$ cat src/rtl/nco_pkg.sv
// Shared constants and FSM state encoding for the multichannel NCO sequencer.
package nco_pkg;
  localparam int ROM_ADDR_W  = 8;
  localparam int ROM_DATA_W  = 8;
  localparam int NUM_CH_DEF  = 4;
  localparam int PHASE_W_DEF = 16;

  typedef enum logic [1:0] {
    IDLE  = 2'd0,
    ISSUE = 2'd1,
    DRAIN = 2'd2
  } state_t;
endpackage

$ cat src/rtl/nco_scheduler_if.sv
// Configuration, sweep strobe and tagged sample stream of the NCO sequencer.
interface nco_scheduler_if #(
  parameter int NUM_CH  = 4,
  parameter int PHASE_W = 16,
  parameter int CH_W    = $clog2(NUM_CH)
);
  logic               cfg_we;
  logic [CH_W-1:0]    cfg_ch;
  logic [PHASE_W-1:0] cfg_ftw;
  logic               cfg_en;
  logic               cfg_clr;
  logic               tick;
  logic               busy;
  logic               sample_valid;
  logic [CH_W-1:0]    sample_ch;
  logic [7:0]         sample_data;
  logic               overrun;

  modport master (
    output cfg_we, cfg_ch, cfg_ftw, cfg_en, cfg_clr, tick,
    input  busy, sample_valid, sample_ch, sample_data, overrun
  );

  modport slave (
    input  cfg_we, cfg_ch, cfg_ftw, cfg_en, cfg_clr, tick,
    output busy, sample_valid, sample_ch, sample_data, overrun
  );
endinterface

$ cat src/rtl/sin_generator.sv
// 256-entry sine ROM, amplitude +/-42, built from a quarter-wave table.
// One registered read stage; output is two's complement.
module sin_generator
  import nco_pkg::*;
(
  input  logic [ROM_ADDR_W-1:0] address,
  input  logic                  clock,
  output logic [ROM_DATA_W-1:0] q
);
  localparam logic [6:0] QTAB [0:64] = '{
    7'd0,  7'd1,  7'd2,  7'd3,  7'd4,  7'd5,  7'd6,  7'd7,
    7'd8,  7'd9,  7'd10, 7'd11, 7'd12, 7'd13, 7'd14, 7'd15,
    7'd16, 7'd17, 7'd18, 7'd19, 7'd20, 7'd21, 7'd22, 7'd22,
    7'd23, 7'd24, 7'd25, 7'd26, 7'd27, 7'd27, 7'd28, 7'd29,
    7'd30, 7'd30, 7'd31, 7'd32, 7'd32, 7'd33, 7'd34, 7'd34,
    7'd35, 7'd35, 7'd36, 7'd37, 7'd37, 7'd38, 7'd38, 7'd38,
    7'd39, 7'd39, 7'd40, 7'd40, 7'd40, 7'd40, 7'd41, 7'd41,
    7'd41, 7'd41, 7'd42, 7'd42, 7'd42, 7'd42, 7'd42, 7'd42,
    7'd42
  };

  logic [6:0]            w_idx;
  logic [6:0]            w_mag;
  logic [ROM_DATA_W-1:0] w_val;

  // Bit 6 mirrors the quarter, bit 7 selects the negative half.
  always_comb begin
    w_idx = address[6] ? (7'd64 - {1'b0, address[5:0]}) : {1'b0, address[5:0]};
    w_mag = QTAB[w_idx];
    w_val = address[7] ? (8'd0 - {1'b0, w_mag}) : {1'b0, w_mag};
  end

  always_ff @(posedge clock) begin
    q <= w_val;
  end
endmodule

$ cat src/rtl/nco_scheduler.sv
// Time-shares one sine ROM across NUM_CH phase accumulators; each tick sweeps
// all channels in order and emits one tagged sample per enabled channel.
module nco_scheduler
  import nco_pkg::*;
#(
  parameter int NUM_CH  = NUM_CH_DEF,
  parameter int PHASE_W = PHASE_W_DEF,
  parameter int CH_W    = $clog2(NUM_CH)
) (
  input  logic clock,
  input  logic reset,
  nco_scheduler_if.slave bus
);
  logic [PHASE_W-1:0]    r_phase [NUM_CH];
  logic [PHASE_W-1:0]    r_ftw   [NUM_CH];
  logic [NUM_CH-1:0]     r_en;
  logic [NUM_CH-1:0]     r_en_snap;
  state_t                r_state;
  logic [CH_W-1:0]       r_idx;
  logic                  r_iss_vld;
  logic [CH_W-1:0]       r_iss_tag;
  logic                  r_overrun;

  logic                  w_issue;
  logic [ROM_ADDR_W-1:0] w_rom_addr;
  logic [ROM_DATA_W-1:0] w_rom_q;

  assign w_issue    = (r_state == ISSUE) && r_en_snap[r_idx];
  assign w_rom_addr = r_phase[r_idx][PHASE_W-1 -: ROM_ADDR_W];

  sin_generator u_rom (
    .address (w_rom_addr),
    .clock   (clock),
    .q       (w_rom_q)
  );

  always_ff @(posedge clock) begin
    if (reset) begin
      for (int i = 0; i < NUM_CH; i++) begin
        r_phase[i] <= '0;
        r_ftw[i]   <= '0;
      end
      r_en      <= '0;
      r_en_snap <= '0;
      r_state   <= IDLE;
      r_idx     <= '0;
      r_iss_vld <= 1'b0;
      r_iss_tag <= '0;
      r_overrun <= 1'b0;
    end else begin
      case (r_state)
        IDLE: begin
          if (bus.tick) begin
            r_en_snap <= r_en;
            r_idx     <= '0;
            r_state   <= ISSUE;
          end
        end
        ISSUE: begin
          if (r_idx == CH_W'(NUM_CH - 1)) r_state <= DRAIN;
          else                            r_idx   <= r_idx + CH_W'(1);
        end
        DRAIN:   r_state <= IDLE;
        default: r_state <= IDLE;
      endcase

      if (bus.tick && (r_state != IDLE)) r_overrun <= 1'b1;

      r_iss_vld <= w_issue;
      r_iss_tag <= w_issue ? r_idx : '0;

      if (w_issue) r_phase[r_idx] <= r_phase[r_idx] + r_ftw[r_idx];

      // Placed after the accumulate so a clear on the issue cycle wins.
      if (bus.cfg_we) begin
        r_ftw[bus.cfg_ch] <= bus.cfg_ftw;
        r_en[bus.cfg_ch]  <= bus.cfg_en;
        if (bus.cfg_clr) r_phase[bus.cfg_ch] <= '0;
      end
    end
  end

  assign bus.busy         = (r_state != IDLE);
  assign bus.sample_valid = r_iss_vld;
  assign bus.sample_ch    = r_iss_tag;
  assign bus.sample_data  = r_iss_vld ? w_rom_q : '0;
  assign bus.overrun      = r_overrun;
endmodule
$ cat src/flat_wrapper.sv
// flat-port wrapper written by rule: the top's interface ports become plain ports
module nco_scheduler_flat import nco_pkg::*;
#(
  parameter int NUM_CH  = NUM_CH_DEF,
  parameter int PHASE_W = PHASE_W_DEF,
  parameter int CH_W    = $clog2(NUM_CH)
)
  (clock, reset, bus_cfg_we, bus_cfg_ch, bus_cfg_ftw, bus_cfg_en, bus_cfg_clr, bus_tick, bus_busy, bus_sample_valid, bus_sample_ch, bus_sample_data, bus_overrun);
  nco_scheduler_if #(.NUM_CH(NUM_CH), .PHASE_W(PHASE_W), .CH_W(CH_W)) bus_i ();
  input  logic clock;
  input  logic reset;
  input wire logic [$bits(bus_i.cfg_we)-1:0] bus_cfg_we;
  input wire logic [$bits(bus_i.cfg_ch)-1:0] bus_cfg_ch;
  input wire logic [$bits(bus_i.cfg_ftw)-1:0] bus_cfg_ftw;
  input wire logic [$bits(bus_i.cfg_en)-1:0] bus_cfg_en;
  input wire logic [$bits(bus_i.cfg_clr)-1:0] bus_cfg_clr;
  input wire logic [$bits(bus_i.tick)-1:0] bus_tick;
  output wire logic [$bits(bus_i.busy)-1:0] bus_busy;
  output wire logic [$bits(bus_i.sample_valid)-1:0] bus_sample_valid;
  output wire logic [$bits(bus_i.sample_ch)-1:0] bus_sample_ch;
  output wire logic [$bits(bus_i.sample_data)-1:0] bus_sample_data;
  output wire logic [$bits(bus_i.overrun)-1:0] bus_overrun;
  assign bus_i.cfg_we = bus_cfg_we;
  assign bus_i.cfg_ch = bus_cfg_ch;
  assign bus_i.cfg_ftw = bus_cfg_ftw;
  assign bus_i.cfg_en = bus_cfg_en;
  assign bus_i.cfg_clr = bus_cfg_clr;
  assign bus_i.tick = bus_tick;
  assign bus_busy = bus_i.busy;
  assign bus_sample_valid = bus_i.sample_valid;
  assign bus_sample_ch = bus_i.sample_ch;
  assign bus_sample_data = bus_i.sample_data;
  assign bus_overrun = bus_i.overrun;
  nco_scheduler #(.NUM_CH(NUM_CH), .PHASE_W(PHASE_W), .CH_W(CH_W)) u_core (.clock(clock), .reset(reset), .bus(bus_i));
endmodule
$ cat config.mk
export PLATFORM = sky130hd
export DESIGN_NAME = nco_scheduler_flat
export DESIGN_NICKNAME = d
export VERILOG_FILES = /design/src/rtl/nco_pkg.sv /design/src/rtl/nco_scheduler_if.sv /design/src/rtl/sin_generator.sv /design/src/rtl/nco_scheduler.sv /design/src/flat_wrapper.sv
export SDC_FILE = /design/constraint.sdc
export NUM_CORES = 1
export LEC_CHECK = 0
export BUFFER_PORTS_ARGS = -buffer_cell sky130_fd_sc_hd__buf_2
export CAP_MARGIN = 20
export CORE_ASPECT_RATIO = 0.75
export CORE_UTILIZATION = 60
export DETAILED_ROUTE_END_ITERATION = 10
export PLACE_DENSITY = 0.78
export SYNTH_ARGS = -nofsm -noshare
export SYNTH_HDL_FRONTEND = slang
export SYNTH_SLANG_ARGS = --single-unit
$ cat constraint.sdc
create_clock -name clock -period 4.85 [get_ports clock]
set_clock_uncertainty 0.1 [all_clocks]
set_input_delay 1.2125 -clock clock [delete_from_list [all_inputs] [get_ports clock]]
set_output_delay 1.2125 -clock clock [all_outputs]
set_load 0.05 [all_outputs]
==> Yosys cells after proc, flatten, opt, wreduce, memory -nomap -nowiden <==
Memories as Yosys holds them, arrays and structs flattened. A register that Yosys moved wholly into a read port is not among the register bits.
Cells that the tools add are included.
Widths: inputs -> output; s select.
{ "totals": {"ff_bits": 24, "ram_bits": 128, "mem_bits_ro": 896, "in_bits": 24, "output_inout_bits": 13, "wordCells": 81, "mem_count": 3} }
{ "classes": {"add_sub_neg": 4, "n_lt_le_gt_ge": 4, "n_eq_ne": 5, "n_mux": 41, "bitwise_logic": 2, "n_reduce_logical": 13} }
{ "memory_table": {"columns": ["name", "words", "word_bits", "rd", "rd_ports_with_merged_regs", "write_ports", "line", "source"], "rows": [
  ["(name not given)", 128, 7, 1, 0, 0, "sin_generator.sv:29", "w_mag = QTAB[w_idx];"],
  ["u_core.r_ftw", 4, 16, 1, 1, 4, "nco_scheduler.sv:15", "logic [PHASE_W-1:0] r_ftw [NUM_CH];"],
  ["u_core.r_phase", 4, 16, 1, 1, 4, "nco_scheduler.sv:14", "logic [PHASE_W-1:0] r_phase [NUM_CH];"]
]} }
{ "op_table": {"columns": ["op", "n"], "rows": [
  ["$mux 16", 3],
  ["$reduce_or 16->1", 3],
  ["$mux 7", 4],
  ["$mux 2", 11],
  ["$mux 1", 17],
  ["$add 16x16->16", 1],
  ["$ge 8x8->1 const B", 1],
  ["$mux 8", 1],
  ["$not 7->8", 1],
  ["$pmux 2 s2", 2],
  ["$sub 1x7->8 const A", 1],
  ["$sub 7x6->7 const A", 1],
  ["$lt 2x3->1 const B", 2],
  ["$ne 2x2->1 const B", 3],
  ["$bwmux 4", 1],
  ["$reduce_and 2->1", 2],
  ["$reduce_bool 2->1", 2],
  ["$logic_and 1x1->1", 3],
  ["$reduce_and 3->1", 1],
  ["$add 2x1->2 const B", 1],
  ["$bmux 1 s2", 1],
  ["$demux 1 s2", 1],
  ["$eq 2x1->1 const B", 1],
  ["$eq 2x2->1 const B", 1],
  ["other kinds (4)", 4]
]} }

==> Logic depth before layout (Yosys ltp) <==
Gate-level depths: netlist of the first run.
{ "logic_depth": {"word_depth": 8, "mapped_depth": 17, "depth_no_buf": 16} }

==> Hierarchy <==
Synthesis of the first run repeated with hierarchy kept, for this count alone.
{ "unflattened": {"hier_cells": 765, "area_unflattened_um2": 7942.6} }
{ "by_module_without_submodules": {"columns": ["module", "n_inst", "cells_per_inst", "area_per_inst_um2", "seq_area_each_um2"], "rows": [
  ["nco_scheduler", 1, 624, 6799.0, 3563.4],
  ["sin_generator", 1, 141, 1143.6, 160.2]
]} }

==> Worst setup path before layout of the first run <==
No wires, ideal clock.
{ "synth_timing": {"path_type": "reg2reg", "start": "reg (tool-made name)", "end": "mem u_core.r_phase[0][14]", "setup_time_ns": 0.135, "arrival_time_ns": 4.130, "required_ns": 4.615, "path_slack_ns": 0.485, "path_stages_with_launch": 18, "path_buffers": 3, "period_less_slack_ns": 4.365, "cell_sequence": "dfxtp_1 > buf_6 > buf_6 > buf_1 > mux4_2 > ha_1 > inv_1 > fa_1 > nor2b_1 > o21ai_0 > a21boi_1 > o21ai_0 > a21boi_0 > o21ai_1 > a21oi_1 > o41ai_1 > mux2i_1 > nor3_1"} }
{ "synth_rtl": {"columns": ["element", "line"], "rows": [
  ["end, declared", "nco_scheduler.sv:14"]
]} }

==> results of run 1 <==
-- how the worst max path moves through the flow --
stage	startpoint	endpoint	slack [ns]	cells after the start
6_report	flop	u_core.r_phase[1][8]	0.63	15
5_1_grt	flop	u_core.r_phase[1][8]	0.28	15
4_1_cts	flop	u_core.r_phase[1][8]	0.73	15
3_5_place_dp	flop	u_core.u_rom.q[4]	0.77	12
3_3_place_gp	flop	u_core.u_rom.q[4]	0.91	12
2_1_floorplan	flop	u_core.r_phase[0][14]	0.49	17
-- report_power, final --
group | internal (mW) | total [mW] | switching [mW]
Combinational | 0.0800 | 0.215 | 0.135
Sequential | 1.40 | 1.42 | 0.0176
Clock | 0.747 | 1.37 | 0.624
Total | 2.22 | 3.00 | 0.777
-- state kept, by name (all words and copies together), names as in the netlist, named ones only --
name,count
u_core.r_ftw,64
u_core.r_phase,64
u_core.u_rom.q,8
u_core.r_en,4
u_core.r_en_snap,4
u_core.bus.sample_ch,2
u_core.r_idx,2
u_core.r_state,2
u_core.bus.overrun,1
u_core.bus.sample_valid,1
-- through the flow --
step | instance area, um2 | std cells
final | 8730 | 982
after global routing | 8730 | 982
after CTS | 8730 | 982
after detailed placement | 8110 | 950
after global placement | 8110 | 950
after floorplan | 7790 | 777
-- cells by family (layout without fill, tap and decap cells) --
group / after synthesis / in the layout / share of synthesized area [%]
compound gates: 123 / 123 / 10.1
xor+xnor: 20 / 20 / 2.49
fa+ha+maj: 24 / 24 / 3.95
buf+inv: 87 / 126 / 4.51
flops: 154 / 154 / 47.8
mux: 58 / 58 / 13.0
simple gates: 311 / 311 / 18.1
-- critical path, stage by stage (launching register included) --
cell and delay [ns]:
dfxtp_2 0.41, buf_4 0.39, mux4_2 0.56, ha_1 0.25, inv_1 0.11, fa_1 0.24, nor2b_1 0.06, o21ai_0 0.22
a21boi_1 0.13, o21ai_0 0.22, a21boi_0 0.19, o21a_1 0.23, o21a_1 0.17, nor3_1 0.59, nand2_1 0.10, a21oi_1 0.17
-- final cells by class --
cell class / instances / area (um2) / area share, %
inverter: 40 / 150 / 1.72
sequential: 154 / 3720 / 42.7
timing repair buffer: 54 / 315 / 3.61
tap: 166 / 208 / 2.38
clock buffer: 17 / 425 / 4.88
multi-input combinational: 536 / 3710 / 42.5
clock inverter: 15 / 190 / 2.18
-- routing by layer --
layer | vias up | global-route usage (%) | wire length [um] | share of wire [%]
met5 | - | 0 | 0 | 0
met4 | 0 | 13.1 | 444 | 2.3
met3 | 36 | 5.63 | 1770 | 9.3
met2 | 337 | 48.5 | 8880 | 47
met1 | 2944 | 40.7 | 7970 | 42
li1 | 2809 | - | - | -
-- layout by cell type, fill, tap and decap left out, types with 9 or more instances in the layout --
cell / instances
a21oi_1: 56
and2_1: 9
and3_1: 13
buf_2: 36
buf_4: 18
clkbuf_16: 17
dfxtp_1: 89
edfxtp_1: 64
ha_1: 23
inv_1: 37
mux2i_1: 22
mux4_2: 33
nand2_1: 68
nand3_1: 35
nor2_1: 126
nor3_1: 26
o21ai_0: 13
xnor2_1: 14
==> impl_metrics.json, run 1 <==
{
  "status": "completed",
  "diodes": 0,
  "drt_iter0_markers": 634,
  "pin_count": 37,
  "netlist.top_cell.by_area": "edfxtp_1",
  "yosysMostFrequentCell": "nor2_1",
  "tightest_slew_ns": 0.930,
  "hold_end": "u_core.r_phase[3][14]",
  "fin_ws_ns": 0.630,
  "design.core.area_um2": 12500,
  "power.density_nw_per_um2": 344,
  "fp.dieH_um": 101,
  "clk_pin_slew_ns": 0.07,
  "cts.sinks": 154,
  "synth_top_flop_cell": "dfxtp_1",
  "rsz0062_at_grt": "false",
  "rows": 35,
  "pre_cts_ws_ns": 0.775,
  "synth_top_area_share_pct": 24.7,
  "fillers": 915,
  "wl_per_cell_um": 19.4,
  "cts_buffer_depth": 2,
  "final_nets": 851,
  "worstHoldPathCells": 2,
  "p_total_mw": 3.00,
  "drt-total-wl_mm": 19.1,
  "ys_top_cells_by_count": "nor2_1 (126), dfxtp_1 (90), nand2_1 (68), edfxtp_1 (64), a21oi_1 (56)",
  "ir_drop_v": 0.000261,
  "grt_start_max_net_pins": 49,
  "worstHoldStart": "u_core.r_phase[3][14]",
  "min_period_over_period_pct": 87.0,
  "ys_async_sr_fraction_pct": 0,
  "cts_hold_buf": 0,
  "startpoint_type": "flop",
  "worstHoldPathType": "reg2reg",
  "htreeDepth": 4,
  "fp.dieW_um": 134,
  "finalMaxSlewViolations": 0,
  "cts.root.buffer_cell": "clkbuf_16",
  "synth-edff-count": 64,
  "syn-mean-instance-area_um2": 10.0,
  "cts_resized": 0,
  "dr.pass1.iters": 5,
  "synth_nets": 825,
  "ant_nets": 0,
  "maxCapViolCount": 0,
  "drcViolationCount": 0,
  "final_core_util_pct": 69.9,
  "die_area_um2": 13400,
  "cts_buffers": 17,
  "maxSlewHeadroom_pct": 37.8,
  "finalCriticalPeriod_ns": 4.22,
  "yosysSeqAreaShare_pct": 47.8,
  "clock.fmax_mhz": 237,
  "grt_overflow": 0,
  "route.vias.total": 6126,
  "synth_cells": 777,
  "drive_gt1_share_pct": 16.5,
  "postCtsSetupRepairBufs": 0,
  "ff2ff_setup_slack_ns": 0.63,
  "finalSetupViolCount": 0,
  "synth.ff_latch_count": 154,
  "ys.warnings.count": 0,
  "synth.area.top_cells": "edfxtp_1 (25%), dfxtp_1 (23%), mux4_2 (9.5%)",
  "portBuffers": 36,
  "netlist_area_um2": 7790,
  "initial_core_util_pct": 62.4,
  "grt_pass1_wl_mm": 30.5,
  "crit_required_ns": 5.10,
  "r2r_end": "u_core.r_phase[1][8]",
  "worstSetupEndpointType": "flop",
  "dp_hpwl_mm": 12.3,
  "syn2layout_area_growth_pct": 12.1,
  "crit_arrival_ns": 4.47,
  "tritoncts": "yes",
  "hold_violations": 0,
  "cp_max_fo": 19,
  "track_usage_pct": 30.3,
  "reg2reg_depth": 15,
  "antenna_found_initial": 0,
  "fin_setup_tns_ns": 0,
  "ys_types": 57,
  "viasPerCell": 6.24,
  "gp_congestion": 0.894,
  "first_global_vias": 5901,
  "worstSetupPathType": "reg2reg",
  "p_leak_nw": 3.60,
  "hold_slack_ns": 0.362,
  "clk-insertion-delay-late_ns": 0.43
}
Note: power is estimated with default switching activity, not from simulation.
==> run 2: changes to the inputs <==
--- a/config.mk
+++ b/config.mk
@@ -5,6 +5,7 @@
 export SDC_FILE = /design/constraint.sdc
 export NUM_CORES = 1
 export LEC_CHECK = 0
+export ABC_AREA = 1
 export BUFFER_PORTS_ARGS = -buffer_cell sky130_fd_sc_hd__buf_2
 export CAP_MARGIN = 20
 export CORE_ASPECT_RATIO = 0.75
@@ -13,4 +14,5 @@
 export PLACE_DENSITY = 0.78
 export SYNTH_ARGS = -nofsm -noshare
 export SYNTH_HDL_FRONTEND = slang
+export SYNTH_HIERARCHICAL = 1
 export SYNTH_SLANG_ARGS = --single-unit
==> impl_metrics.json, run 2 <==
{
  "largestRegisters": "u_core/r_ftw x64, u_core/r_phase x64, u_core/u_rom/q x8",
  "diodes": 0,
  "finalCriticalPeriod_ns": 3.86,
  "p_total_mw": 3.59,
  "first_global_vias": 6625,
  "min_period_over_period_pct": 79.5,
  "regArea_um2": 3720,
  "cts_buffers": 17,
  "die_area_um2": 14200,
  "design_area_um2": 9110,
  "layout_common_cells": "nand2_1 (244), nor2_1 (154), inv_1 (105)",
  "dpl.cell_count": 1264,
  "tightest_slew_ns": 0.836,
  "worstSetupPathType": "reg2reg",
  "postCtsSetupRepairBufs": 0,
  "dr.pass1.iters": 6,
  "ant_nets": 0,
  "clock.fmax_mhz": 259,
  "gp_congestion": 0.910,
  "cp_max_fo": 35,
  "multi_input_area_um2": 3830,
  "fin_ws_ns": 0.995,
  "portBuffers": 36,
  "finalMaxSlewViolations": 0,
  "clk-insertion-delay-late_ns": 0.43,
  "place_area_um2": 8480,
  "drcViolationCount": 0,
  "synth_cells": 1094,
  "fin_setup_tns_ns": 0,
  "crit_required_ns": 5.06,
  "cts_hold_buf": 0,
  "maxCapViolCount": 0,
  "antenna_found_initial": 0,
  "grt_start_max_net_pins": 47,
  "yosysSeqAreaShare_pct": 45.2,
  "instances_no_fill": 1296,
  "final_nets": 1161,
  "crit_arrival_ns": 4.07,
  "cts.root.buffer_cell": "clkbuf_16",
  "syn-mean-instance-area_um2": 7.54,
  "worstSetupEndpointType": "flop",
  "fp.dieW_um": 137,
  "ys.warnings.count": 6,
  "netlist_area_um2": 8250,
  "finalSetupViolCount": 0,
  "initial_core_util_pct": 62.5,
  "synth-edff-count": 64,
  "rows": 36,
  "reg2reg_depth": 19,
  "grt_pass1_wl_mm": 33.6,
  "yosysMostFrequentCell": "nand2_1",
  "synth.ff_latch_count": 154,
  "synth_top_flop_cell": "dfxtp_1",
  "ys_types": 41,
  "viasPerCell": 5.67,
  "fillers": 1109,
  "wl_per_cell_um": 16.2,
  "p_leak_nw": 4.06,
  "synth_nets": 1143,
  "ys_top_cells_by_count": "nand2_1 (244), nor2_1 (154), inv_1 (105), dfxtp_1 (90), nand3_1 (85)",
  "drive_gt1_share_pct": 11.5,
  "route.vias.total": 7346,
  "hold_violations": 0,
  "cts_resized": 0,
  "syn2layout_area_growth_pct": 10.5,
  "startpoint_type": "flop",
  "tritoncts": "yes",
  "cts_buffer_depth": 2,
  "status": "completed",
  "maxSlewHeadroom_pct": 44.1,
  "pin_count": 37,
  "htreeDepth": 4,
  "netlist.top_cell.by_area": "edfxtp_1",
  "ir_drop_v": 0.000288,
  "cts.sinks": 154,
  "clk_pin_slew_ns": 0.06,
  "drt-total-wl_mm": 21.0,
  "layout_commonest_cell": "nand2_1",
  "worstHoldPathType": "reg2reg",
  "drt_iter0_markers": 796,
  "grt_overflow": 0,
  "dp_hpwl_mm": 13.7,
  "track_usage_pct": 30.9,
  "synth.area.top_cells": "edfxtp_1 (23%), dfxtp_1 (22%), nand2_1 (11%)",
  "design.core.area_um2": 13200,
  "synth_top_area_share_pct": 23.3,
  "ys_async_sr_fraction_pct": 0,
  "fp.dieH_um": 104,
  "pre_cts_ws_ns": 1.05,
  "power.density_nw_per_um2": 395,
  "worstHoldPathCells": 2,
  "rsz0062_at_grt": "false"
}
run 2: worst paths after layout:
path	startpoint	endpoint	slack, ns
worst min-delay path	u_core/r_en_snap[1]	u_core/r_en_snap[1]	0.36
worst min register to register	u_core/r_en_snap[1]	u_core/r_en_snap[1]	0.36
worst max-delay path	flop	u_core/u_rom/q[6]	0.99
worst max register to register	flop	u_core/u_rom/q[6]	0.99
run 2: area by class of cell:
class / instances / share of cell area (%)
Tap cell: 171 / 2.35
Sequential cell: 154 / 40.9
Clock buffer: 18 / 4.71
Timing Repair Buffer: 48 / 2.97
Clock inverter: 14 / 2.16
Inverter: 118 / 4.90
Multi-Input combinational cell: 773 / 42.0
run 2: cell families (layout without fill, tap and decap cells):
logic type,count (synthesis),count (layout),share of synthesized area [%]
flops,154,154,45.2
buf+inv,167,198,8.44
simple gates,549,549,29.5
xor+xnor,4,4,0.425
compound gates,195,195,12.5
fa+ha+maj,25,25,3.88
run 2: power breakdown:
part           switching [mW]  internal [mW]  total (mW)  leakage (nW)
registers              0.0350           1.43        1.46          1.35
clock network           0.544          0.864        1.41         0.295
logic                   0.509          0.215       0.725          2.41
total                    1.09           2.51        3.59          4.06
run 2: worst max-delay path: stages (launching register included):
cell and delay, ns:
dfxtp_2 0.75, buf_4 0.44, nor2_1 0.07, o22ai_1 0.35, inv_1 0.08, ha_1 0.28
nand2_1 0.06, nand2_2 0.16, inv_1 0.12, ha_1 0.18, or2_1 0.24, nand2_1 0.07
nand3_1 0.07, nand2_1 0.07, nand2_1 0.06, nand3_2 0.13, ha_1 0.20, nand3_2 0.09
nor3_1 0.14, nor2_1 0.05
run 2: metrics by stage:
step,hold WS [ns],utilization (%)
finish,0.364,69.0
global route,0.375,69.0
CTS,0.364,69.0
detailed placement,0.355,64.3
global placement,0.349,64.3
floorplan,0.330,-
run 2: layer usage:
layer / GRT usage [%] / share of wire (%) / vias up
li1: - / - / 3643
met1: 45.4 / 46 / 3289
met2: 44.9 / 43 / 389
met3: 7.88 / 10 / 25
met4: 8.01 / 1.1 / 0
met5: 0 / 0 / -
==> run 3: changes to the inputs <==
==> constraint.sdc (replaced) <==
create_clock -name clock -period 3.6 [get_ports clock]
set_clock_uncertainty 0.1 [all_clocks]
set_input_delay 0.9 -clock clock [delete_from_list [all_inputs] [get_ports clock]]
set_output_delay 0.9 -clock clock [all_outputs]
set_load 0.05 [all_outputs]
==> impl_metrics.json, run 3 (synthesis gave the netlist of run 2 again) <==
{
  "status": "completed",
  "ff2ff_setup_slack_ns": 0.23,
  "cp_top_family": "simple AND/OR/NAND/NOR gates",
  "cp_cell_sequence": "buf_4, buf_4, o21ai_0, o22ai_1, ha_1, nor2_1, inv_1, nand3_1, nand2_1, nand2_1, nor3b_2, nand2_1, a21oi_1",
  "dr.pass1.iters": 5,
  "drcViolationCount": 0,
  "cts_buffer_depth": 2,
  "cp_slowest_stage_delay_ns": 0.49,
  "path_buf_inv": 3,
  "final_nets": 1170,
  "worstSetupEndpointType": "flop",
  "ant_nets": 0,
  "cts.sinks": 154,
  "crit_required_ns": 3.86,
  "p_leak_nw": 4.06,
  "gp_congestion": 0.917,
  "finalSetupViolCount": 0,
  "cts_hold_buf": 0,
  "cts_buffers": 17,
  "maxSlewHeadroom_pct": 44.4,
  "finalMaxSlewViolations": 0,
  "grt_start_max_net_pins": 32,
  "antenna_found_initial": 0,
  "r2r_end": "u_core/r_phase[0][5]",
  "cts_resized": 0,
  "route.vias.total": 7469,
  "viasPerCell": 5.72,
  "finalCriticalPeriod_ns": 3.37,
  "power.switching_mw": 1.45,
  "clkPwrFrac_pct": 37.1,
  "design_area_um2": 9120,
  "drt-total-wl_mm": 21.2,
  "first_global_vias": 6727,
  "fp.dieW_um": 137,
  "maxCapViolCount": 0,
  "htreeDepth": 4,
  "layout_commonest_cell": "nand2_1",
  "layout_common_cells": "nand2_1 (244), nor2_1 (154), inv_1 (105)",
  "syn2layout_area_growth_pct": 10.6,
  "cp_max_fo": 31,
  "startpoint_type": "flop",
  "clk-insertion-delay-late_ns": 0.43,
  "ir_drop_v": 0.000523,
  "pin_count": 37,
  "cpMaxStageDelayCell": "dfxtp_4",
  "clk_pin_slew_ns": 0.06,
  "crit_arrival_ns": 3.63,
  "dp_hpwl_mm": 13.9,
  "regArea_um2": 3730,
  "portBuffers": 36,
  "grt_pass1_wl_mm": 34.2,
  "drive_gt1_share_pct": 11.9,
  "die_area_um2": 14200,
  "p_total_mw": 4.68,
  "wl_per_cell_um": 16.2,
  "crit_top_cell": "nand2_1",
  "clock.fmax_mhz": 297,
  "fillers": 1127,
  "rsz0062_at_grt": "false",
  "design.core.area_um2": 13200,
  "largestRegisters": "u_core/r_ftw x64, u_core/r_phase x64, u_core/u_rom/q x8",
  "setup.worst_path.end": "u_core/r_phase[0][5]",
  "place_area_um2": 8550,
  "drt_iter0_markers": 744,
  "fp.dieH_um": 104,
  "grt_overflow": 0,
  "postCtsSetupRepairBufs": 0,
  "worstSetupPathDepth": 13,
  "diodes": 0,
  "worstHoldPathType": "reg2reg",
  "hold_slack_ns": 0.363,
  "track_usage_pct": 31.4,
  "fin_setup_tns_ns": 0,
  "pwr-share-seq_pct": 41.9,
  "switching_share_pct": 30.9,
  "tightest_slew_ns": 0.832,
  "hold_violations": 0,
  "worstSetupPathType": "reg2reg",
  "tritoncts": "yes",
  "cts.root.buffer_cell": "clkbuf_16",
  "rows": 36,
  "p_int_mw": 3.24,
  "initial_core_util_pct": 62.5,
  "reg2reg_depth": 13,
  "min_period_over_period_pct": 93.5,
  "p_comb_share_pct": 20.9,
  "multi_input_area_um2": 3830,
  "power.density_nw_per_um2": 514
}
-- run 3: worst reg2reg max path: stages (launching register included) --
cell and delay, ns:
dfxtp_4 0.49, buf_4 0.26, buf_4 0.36, o21ai_0 0.15, o22ai_1 0.38, ha_1 0.35
nor2_1 0.16, inv_1 0.09, nand3_1 0.11, nand2_1 0.12, nand2_1 0.08, nor3b_2 0.41
nand2_1 0.10, a21oi_1 0.15
-- run 3: per-stage QoR --
| step | cells | setup WS (ns) | utilization [%] |
|---|---|---|---|
| 2_1_floorplan | 1094 | 0.243 | - |
| 3_3_place_gp | 1273 | 0.330 | 64.8 |
| 3_5_place_dp | 1273 | 0.234 | 64.8 |
| 4_1_cts | 1305 | 0.231 | 69.0 |
| 5_1_grt | 1305 | 0.124 | 69.1 |
| 6_report | 1305 | 0.233 | 69.1 |
-- run 3: cell type report --
class | count | share of cell area [%]
Timing Repair Buffer | 57 | 3.71
Clock buffer | 21 | 4.83
Multi-Input combinational cell | 773 | 42.0
Sequential cell | 154 | 40.9
Inverter | 118 | 4.93
Clock inverter | 11 | 1.34
Tap cell | 171 | 2.35
-- run 3: power by group through the flow --
stage | clock network, mW | logic, mW | registers, mW
final | 1.74 | 0.981 | 1.96
after global routing | 1.81 | 1.09 | 1.97
after global placement | 0 | 0.937 | 2.00
after floorplan | 0 | 0.736 | 1.98
after CTS | 1.75 | 0.961 | 1.96
after detailed placement | 0 | 0.949 | 2.00
-- run 3: worst min-delay path by stage --
stage,from,endpoint,cells past startpoint
2_1_floorplan,u_core/r_en_snap[1],u_core/r_en_snap[1],2
3_3_place_gp,u_core/bus.overrun,u_core/bus.overrun,2
3_5_place_dp,u_core/r_en_snap[1],u_core/r_en_snap[1],2
4_1_cts,u_core/r_en_snap[1],u_core/r_en_snap[1],2
5_1_grt,u_core/bus.overrun,u_core/bus.overrun,2
6_report,u_core/r_en_snap[1],u_core/r_en_snap[1],2
-- run 3: routing by layer --
metal | wire length [um] | global-route usage, % | up-vias
met2 | 8960 | 45.2 | 342
met3 | 2040 | 7.00 | 30
met4 | 288 | 7.85 | 0
li1 | - | - | 3667
met5 | 0 | 0 | -
met1 | 9900 | 47.4 | 3430
